File: config.mk
export PLATFORM = sky130hd
export DESIGN_NAME = apb_arbiter_master
export DESIGN_NICKNAME = d
export VERILOG_FILES = /design/src/rtl/apb_arbiter_master.sv
export SDC_FILE = /design/constraint.sdc
export NUM_CORES = 1
export LEC_CHECK = 0
export CORE_MARGIN = 8
export CORE_UTILIZATION = 43
export CTS_CLUSTER_SIZE = 20
export DETAILED_ROUTE_END_ITERATION = 16
export HOLD_SLACK_MARGIN = 0.12
export PLACE_DENSITY_LB_ADDON = 0.15
export REMOVE_ABC_BUFFERS = 1
export SLEW_MARGIN = 0
export SYNTH_ARGS = -nofsm -noshare
export SYNTH_HDL_FRONTEND = slang
export SYNTH_SLANG_ARGS = --single-unit
File: constraint.sdc
create_clock -name pclk -period 2.3 [get_ports pclk]
set_clock_uncertainty 0.05 [all_clocks]
set_input_delay 0.46 -clock pclk [delete_from_list [all_inputs] [get_ports pclk]]
set_output_delay 0.46 -clock pclk [all_outputs]
set_load 0.1 [all_outputs]
File: src/rtl/apb_arbiter_master.sv
// Two-requester APB master: round-robin arbitration, SETUP/ACCESS sequencing,
// pready wait with optional timeout, per-requester read data and error status.
module apb_arbiter_master #(
    parameter int unsigned TIMEOUT = 16,
    parameter int unsigned CNT_W   = 5
) (
    input  logic       pclk,
    input  logic       preset,

    input  logic       req0_valid,
    input  logic       req0_write,
    input  logic [7:0] req0_addr,
    input  logic [7:0] req0_wdata,
    output logic       req0_ack,
    output logic       req0_done,
    output logic [7:0] req0_rdata,
    output logic       req0_err,

    input  logic       req1_valid,
    input  logic       req1_write,
    input  logic [7:0] req1_addr,
    input  logic [7:0] req1_wdata,
    output logic       req1_ack,
    output logic       req1_done,
    output logic [7:0] req1_rdata,
    output logic       req1_err,

    output logic       psel,
    output logic       penable,
    output logic       pwrite,
    output logic [7:0] paddr,
    output logic [7:0] pwdata,
    input  logic [7:0] prdata,
    input  logic       pready,
    input  logic       pslverr
);

    localparam logic [CNT_W-1:0] CNT_LAST   = CNT_W'(TIMEOUT - 1);
    localparam bit               TIMEOUT_EN = (TIMEOUT != 0);

    typedef enum logic [1:0] {
        IDLE   = 2'd0,
        SETUP  = 2'd1,
        ACCESS = 2'd2
    } state_t;

    state_t           state;
    logic             owner;      // requester that owns the current transfer
    logic             last_id;    // requester granted most recently
    logic [CNT_W-1:0] cnt;

    logic       grant_valid_c;
    logic       grant_id_c;
    logic       sel_write_c;
    logic [7:0] sel_addr_c;
    logic [7:0] sel_wdata_c;
    logic       timeout_hit_c;
    logic       fin_c;
    logic       fin_err_c;
    logic       fin_load_c;
    logic [7:0] fin_rdata_c;

    // Round-robin grant: a lone requester wins, otherwise the one not granted last.
    always_comb begin
        grant_valid_c = req0_valid | req1_valid;
        grant_id_c    = req1_valid & (~req0_valid | ~last_id);
        sel_write_c   = grant_id_c ? req1_write : req0_write;
        sel_addr_c    = grant_id_c ? req1_addr  : req0_addr;
        sel_wdata_c   = grant_id_c ? req1_wdata : req0_wdata;
    end

    // Completion decode for the ACCESS phase: slave response or timeout abort.
    always_comb begin
        timeout_hit_c = TIMEOUT_EN && (cnt == CNT_LAST);
        fin_c         = 1'b0;
        fin_err_c     = 1'b0;
        fin_load_c    = 1'b0;
        fin_rdata_c   = 8'h00;
        if (state == ACCESS) begin
            if (pready) begin
                fin_c       = 1'b1;
                fin_err_c   = pslverr;
                fin_load_c  = ~pwrite;
                fin_rdata_c = prdata;
            end else if (timeout_hit_c) begin
                fin_c       = 1'b1;
                fin_err_c   = 1'b1;
                fin_load_c  = 1'b1;
                fin_rdata_c = 8'h00;
            end
        end
    end

    // Transfer FSM with registered bus and requester outputs.
    always_ff @(posedge pclk or posedge preset) begin
        if (preset) begin
            state      <= IDLE;
            owner      <= 1'b0;
            last_id    <= 1'b1;
            cnt        <= '0;
            req0_ack   <= 1'b0;
            req0_done  <= 1'b0;
            req0_rdata <= 8'h00;
            req0_err   <= 1'b0;
            req1_ack   <= 1'b0;
            req1_done  <= 1'b0;
            req1_rdata <= 8'h00;
            req1_err   <= 1'b0;
            psel       <= 1'b0;
            penable    <= 1'b0;
            pwrite     <= 1'b0;
            paddr      <= 8'h00;
            pwdata     <= 8'h00;
        end else begin
            req0_ack  <= 1'b0;
            req1_ack  <= 1'b0;
            req0_done <= 1'b0;
            req1_done <= 1'b0;
            case (state)
                IDLE: begin
                    if (grant_valid_c) begin
                        psel    <= 1'b1;
                        penable <= 1'b0;
                        pwrite  <= sel_write_c;
                        paddr   <= sel_addr_c;
                        pwdata  <= sel_write_c ? sel_wdata_c : 8'h00;
                        owner   <= grant_id_c;
                        last_id <= grant_id_c;
                        if (grant_id_c) begin
                            req1_ack <= 1'b1;
                        end else begin
                            req0_ack <= 1'b1;
                        end
                        state <= SETUP;
                    end
                end
                SETUP: begin
                    penable <= 1'b1;
                    cnt     <= '0;
                    state   <= ACCESS;
                end
                ACCESS: begin
                    if (fin_c) begin
                        psel    <= 1'b0;
                        penable <= 1'b0;
                        state   <= IDLE;
                        if (owner) begin
                            req1_done <= 1'b1;
                            req1_err  <= fin_err_c;
                            if (fin_load_c) begin
                                req1_rdata <= fin_rdata_c;
                            end
                        end else begin
                            req0_done <= 1'b1;
                            req0_err  <= fin_err_c;
                            if (fin_load_c) begin
                                req0_rdata <= fin_rdata_c;
                            end
                        end
                    end else begin
                        cnt <= cnt + CNT_W'(1);
                    end
                end
                default: begin
                    state <= IDLE;
                end
            endcase
        end
    end

endmodule
Word level (Yosys, flattened, before mapping)
Cells that the tools add are included.

operators by class
  mux-type cells = 33
  $add $sub $neg = 1
  reduce and logical (&&, ||, !) cells = 13
  bitwise operators = 7
  equal/unequal tests = 6

operator list
  cell                   count
  $mux W8                4
  $mux W1                22
  $reduce_and A3 Y1      4
  $pmux W5 S2            1
  $reduce_and A4 Y1      2
  $ne A2 B2 Y1 const B   3
  $pmux W2 S3            1
  $reduce_and A2 Y1      3
  $add A5 B1 Y5 const B  1
  $eq A5 B4 Y1 const B   1
  $mux W5                1
  $mux W2                2
  $not A1 Y1             4
  $reduce_bool A2 Y1     2
  $pmux W1 S3            1
  $reduce_bool A3 Y1     1
  $eq A2 B1 Y1 const B   1
  $eq A2 B2 Y1 const B   1
  $logic_not A2 Y1       1
  $or A1 B1 Y1           2
  $pmux W1 S2            1
  $and A1 B1 Y1          1

word-level totals
  bits of input ports = 48
  logic and storage cells = 77
  register bits = 50
  output and inout port bits = 41

Longest topological paths before layout
  depth in word-level cells = 6
  gate-level depth with buffers = 7
  gate-level depth less buffers = 6

Worst setup path before layout
Ideal clock, no wire load.

  path kind = register to register
  start point = reg cnt[0]
  end point = reg cnt[3]
  required time = 2.124 ns
  arrival = 1.895 ns
  setup time = 0.126 ns
  cell stages (with the launch flop) = 8
  path buffers = 1
  period minus slack after synthesis = 2.071 ns
  slack = 0.229 ns
  path through = dfrtp_1 -> ha_1 -> and3_1 -> ha_1 -> or2_1 -> clkbuf_2 -> o311a_1 -> a311o_1

on the way
  cells in the longest elaborated chain, start to end = 6
  elaborated cells between the ends (all ways) = 9
  classes of those cells = add/sub (1); eq/ne (2); mux (5); reduce/logical (1)

RTL lines
  what                                RTL line  text
  from (decl)                         50        logic [CNT_W-1:0] cnt;
  from (signal assigned)              161       cnt <= cnt + CNT_W'(1);
  $eq A5 B4 Y1                        74        timeout_hit_c = TIMEOUT_EN && (cnt == CNT_LAST);
  $mux W1                             85        end else if (timeout_hit_c) begin
  $mux W1                             80        if (pready) begin
  $mux W1                             79        if (state == ACCESS) begin
  $ne A2 B2 Y1 (no source line)       n/a
  $reduce_and A2 Y1 (no source line)  n/a

Parallel ways exist; a longest one is shown, timed or not. The select of a mux whose other input is x is not followed.
A chain may end at the register's enable or synchronous reset.

Final worst setup path
Same ends and word-level chain as after synthesis.

==> impl_metrics.env <==
export IMPL_synthToLayoutAreaGrowth_pct=43.4
export IMPL_start_kind="register"
export IMPL_cp_required_ns=2.43
export IMPL_postSynth_asyncResetShare_pct=100
export IMPL_holdBufCountCts=0
export IMPL_first_iter_violations=57
export IMPL_start_util_pct=44.7
export IMPL_grt_remaining_overflow=0
export IMPL_syn_inst=174
export IMPL_fin_crit_sh_pct=93.9
export IMPL_cts_setup_buffers=0
export IMPL_path_max_fanout=6
export IMPL_synth_top_family_by_area="multiplexers"
export IMPL_grt_pass1_wl_um=8670
export IMPL_maxSlewHeadroom_pct=67.7
export IMPL_final_cell_area_um2=3280
export IMPL_postPlaceCellArea_um2=3180
export IMPL_drc=0
export IMPL_top_layer="met4"
export IMPL_antenna_found_initial=0
export IMPL_die_x_um=88.9
export IMPL_firstDrtPassIters=4
export IMPL_drive_gt1_share_pct=37.2
export IMPL_cts_buffer_depth=2
export IMPL_io_buffer_count=88
export IMPL_fin_nets=318
export IMPL_place_gp_congestion=0.797
export IMPL_wirelength_um=5370
export IMPL_timing_fmax_mhz=463
export IMPL_hold_viol_final=0
export IMPL_hpwlAfterDp_um=4060
export IMPL_synth_area_um2=2280
export IMPL_yosysTopAreaCellShare_pct=53.7
export IMPL_die_h_um=88.9
export IMPL_cts_tree="yes"
export IMPL_yosysWarnings=0
export IMPL_rows=26
export IMPL_synthXorXnorAreaFrac_pct=0
export IMPL_synth_simple_gate_area_share_pct=10.2
export IMPL_gr_usage_all_layers_pct=13.9
export IMPL_avgRoutedWirePerCell_um=15.8
export IMPL_fin_crit_ns=2.16
export IMPL_via_count=1700
export IMPL_htree_num_levels=2
export IMPL_ant_nets=0
export IMPL_outcome="finished, final reports clean"
export IMPL_synthAdderAreaFrac_pct=1.10
export IMPL_numCtsBuffers=5
export IMPL_grt_max_degree=51
export IMPL_maxCapViolCount=0
export IMPL_ctsResizeCount=0
export IMPL_cp_end_kind="register"
export IMPL_wl_met1_um=2210
export IMPL_root_buffer="clkbuf_8"
export IMPL_post_drt_via_cell_ratio=5.01
export IMPL_setup_viol=0
export IMPL_route_met3_wl_um=477
export IMPL_antenna_cells=0
export IMPL_grt_pass1_vias=1882
export IMPL_crit_type="reg -> reg"
export IMPL_ys_seq_elements=50
export IMPL_arrival_ns=2.29
export IMPL_synth_avg_cell_area_um2=13.1
export IMPL_io_pins=89
export IMPL_tns_ns=0
export IMPL_drv_slew=0
export IMPL_clock_sinks=50
export IMPL_synthTopCellsByCount="dfrtp_1, mux2_2, and2_1, o2bb2ai_1, mux2i_1"
export IMPL_synth_edf_count=0
export IMPL_clock_latency_ns=0.29
export IMPL_synthFlopType="dfrtp_1"
export IMPL_synth_most_common_cell="dfrtp_1"
export IMPL_worstMarginPinSlew_ns=0.484
export IMPL_muxShareOfSynthArea_pct=21.2
export IMPL_hp_class="reg -> reg"
export IMPL_ys_types=36
export IMPL_wl_met2_um=2640
export IMPL_core_um2=5110
export IMPL_synthTopCellsByArea="dfrtp_1, mux2_2, o2bb2ai_1, mux2i_1, and2_1"
export IMPL_yosysTopAreaCell="dfrtp_1"
export IMPL_cts_clk_slew_worst_paths_ns=0.09
export IMPL_rsz0062_at_grt="no"
export IMPL_synth_compound_area_share_pct=9.47
export IMPL_dieArea_um2=7900
export IMPL_yosysSeqAreaShare_pct=54.8
-- metal layers --
layer	track usage (%)	up-vias
li1	-	821
met1	15.7	807
met2	24.1	68
met3	4.87	4
met4	4.15	0
met5	0	-
-- cell families after synthesis --
group | after synthesis
AO/OA/AOI/OAI | 27
multiplexers | 44
adder cells (fa/ha/maj) | 2
buffers and inverters | 15
flip-flops | 50
AND/OR/NAND/NOR | 36
-- cells in the final DEF, fill, tap and decap left out, drive strengths merged, types with 2 or more instances in the layout --
| cell | instances |
|---|---|
| inv | 7 |
| and2 | 11 |
| o2bb2ai | 10 |
| and3 | 2 |
| clkdlybuf4s50 | 47 |
| dfrtp | 49 |
| nor2 | 5 |
| buf | 48 |
| mux2 | 36 |
| mux2i | 8 |
| o21ai | 5 |
| nand2 | 6 |
| nor4 | 2 |
| clkbuf | 6 |
| a21oi | 2 |
| a31oi | 2 |
| nand2b | 3 |
| ha | 2 |
-- registers in the layout (all words and copies together), names as in the netlist, 2 cells and up --
name        cells
state           2
req1_rdata      8
paddr           8
pwdata          8
cnt             5
req0_rdata      8
-- worst max-delay path, cell delays in order (launching register included) --
cell and delay (ns):
dfrtp_1 0.43, ha_1 0.25, and3_1 0.19, ha_1 0.21, or2_1 0.29, o311a_1 0.35, a311o_1 0.27
-- path summary, 6_finish.rpt --
kind	start	end	slack, ns	depth (start not counted)
worst max-delay path	cnt[0]	cnt[3]	0.14	6
worst min-delay path	pwdata[2]	pwdata[2]	0.45	1
worst max register to register	cnt[0]	cnt[3]	0.14	6
worst min register to register	pwdata[2]	pwdata[2]	0.45	1
max in group asynchronous	preset	last_id	1.46	3
min in group asynchronous	preset	pwdata[3]	0.47	3
-- metrics by stage --
step,setup WS (ns),utilization (%),hold WS [ns],instances
global placement,0.157,62.3,0.424,331
floorplan,0.282,-,0.446,166
detailed placement,0.152,62.3,0.425,331
CTS,0.153,64.2,0.451,339
finish,0.140,64.2,0.446,339
global route,0.0912,64.2,0.470,339
-- layout make-up --
cell class              instances  area [um2]
fillers                       431        1830
multi-input cells             109         960
repair buffers                 95         856
clock buffers                   6        82.6
well taps                      70        87.6
inverters                       7        26.3
clock inverters                 2        12.5
flip-flops and latches         50        1250
Power is not shown: default switching activity piles up to over one toggle a cycle in this logic, so the estimate is an artifact.
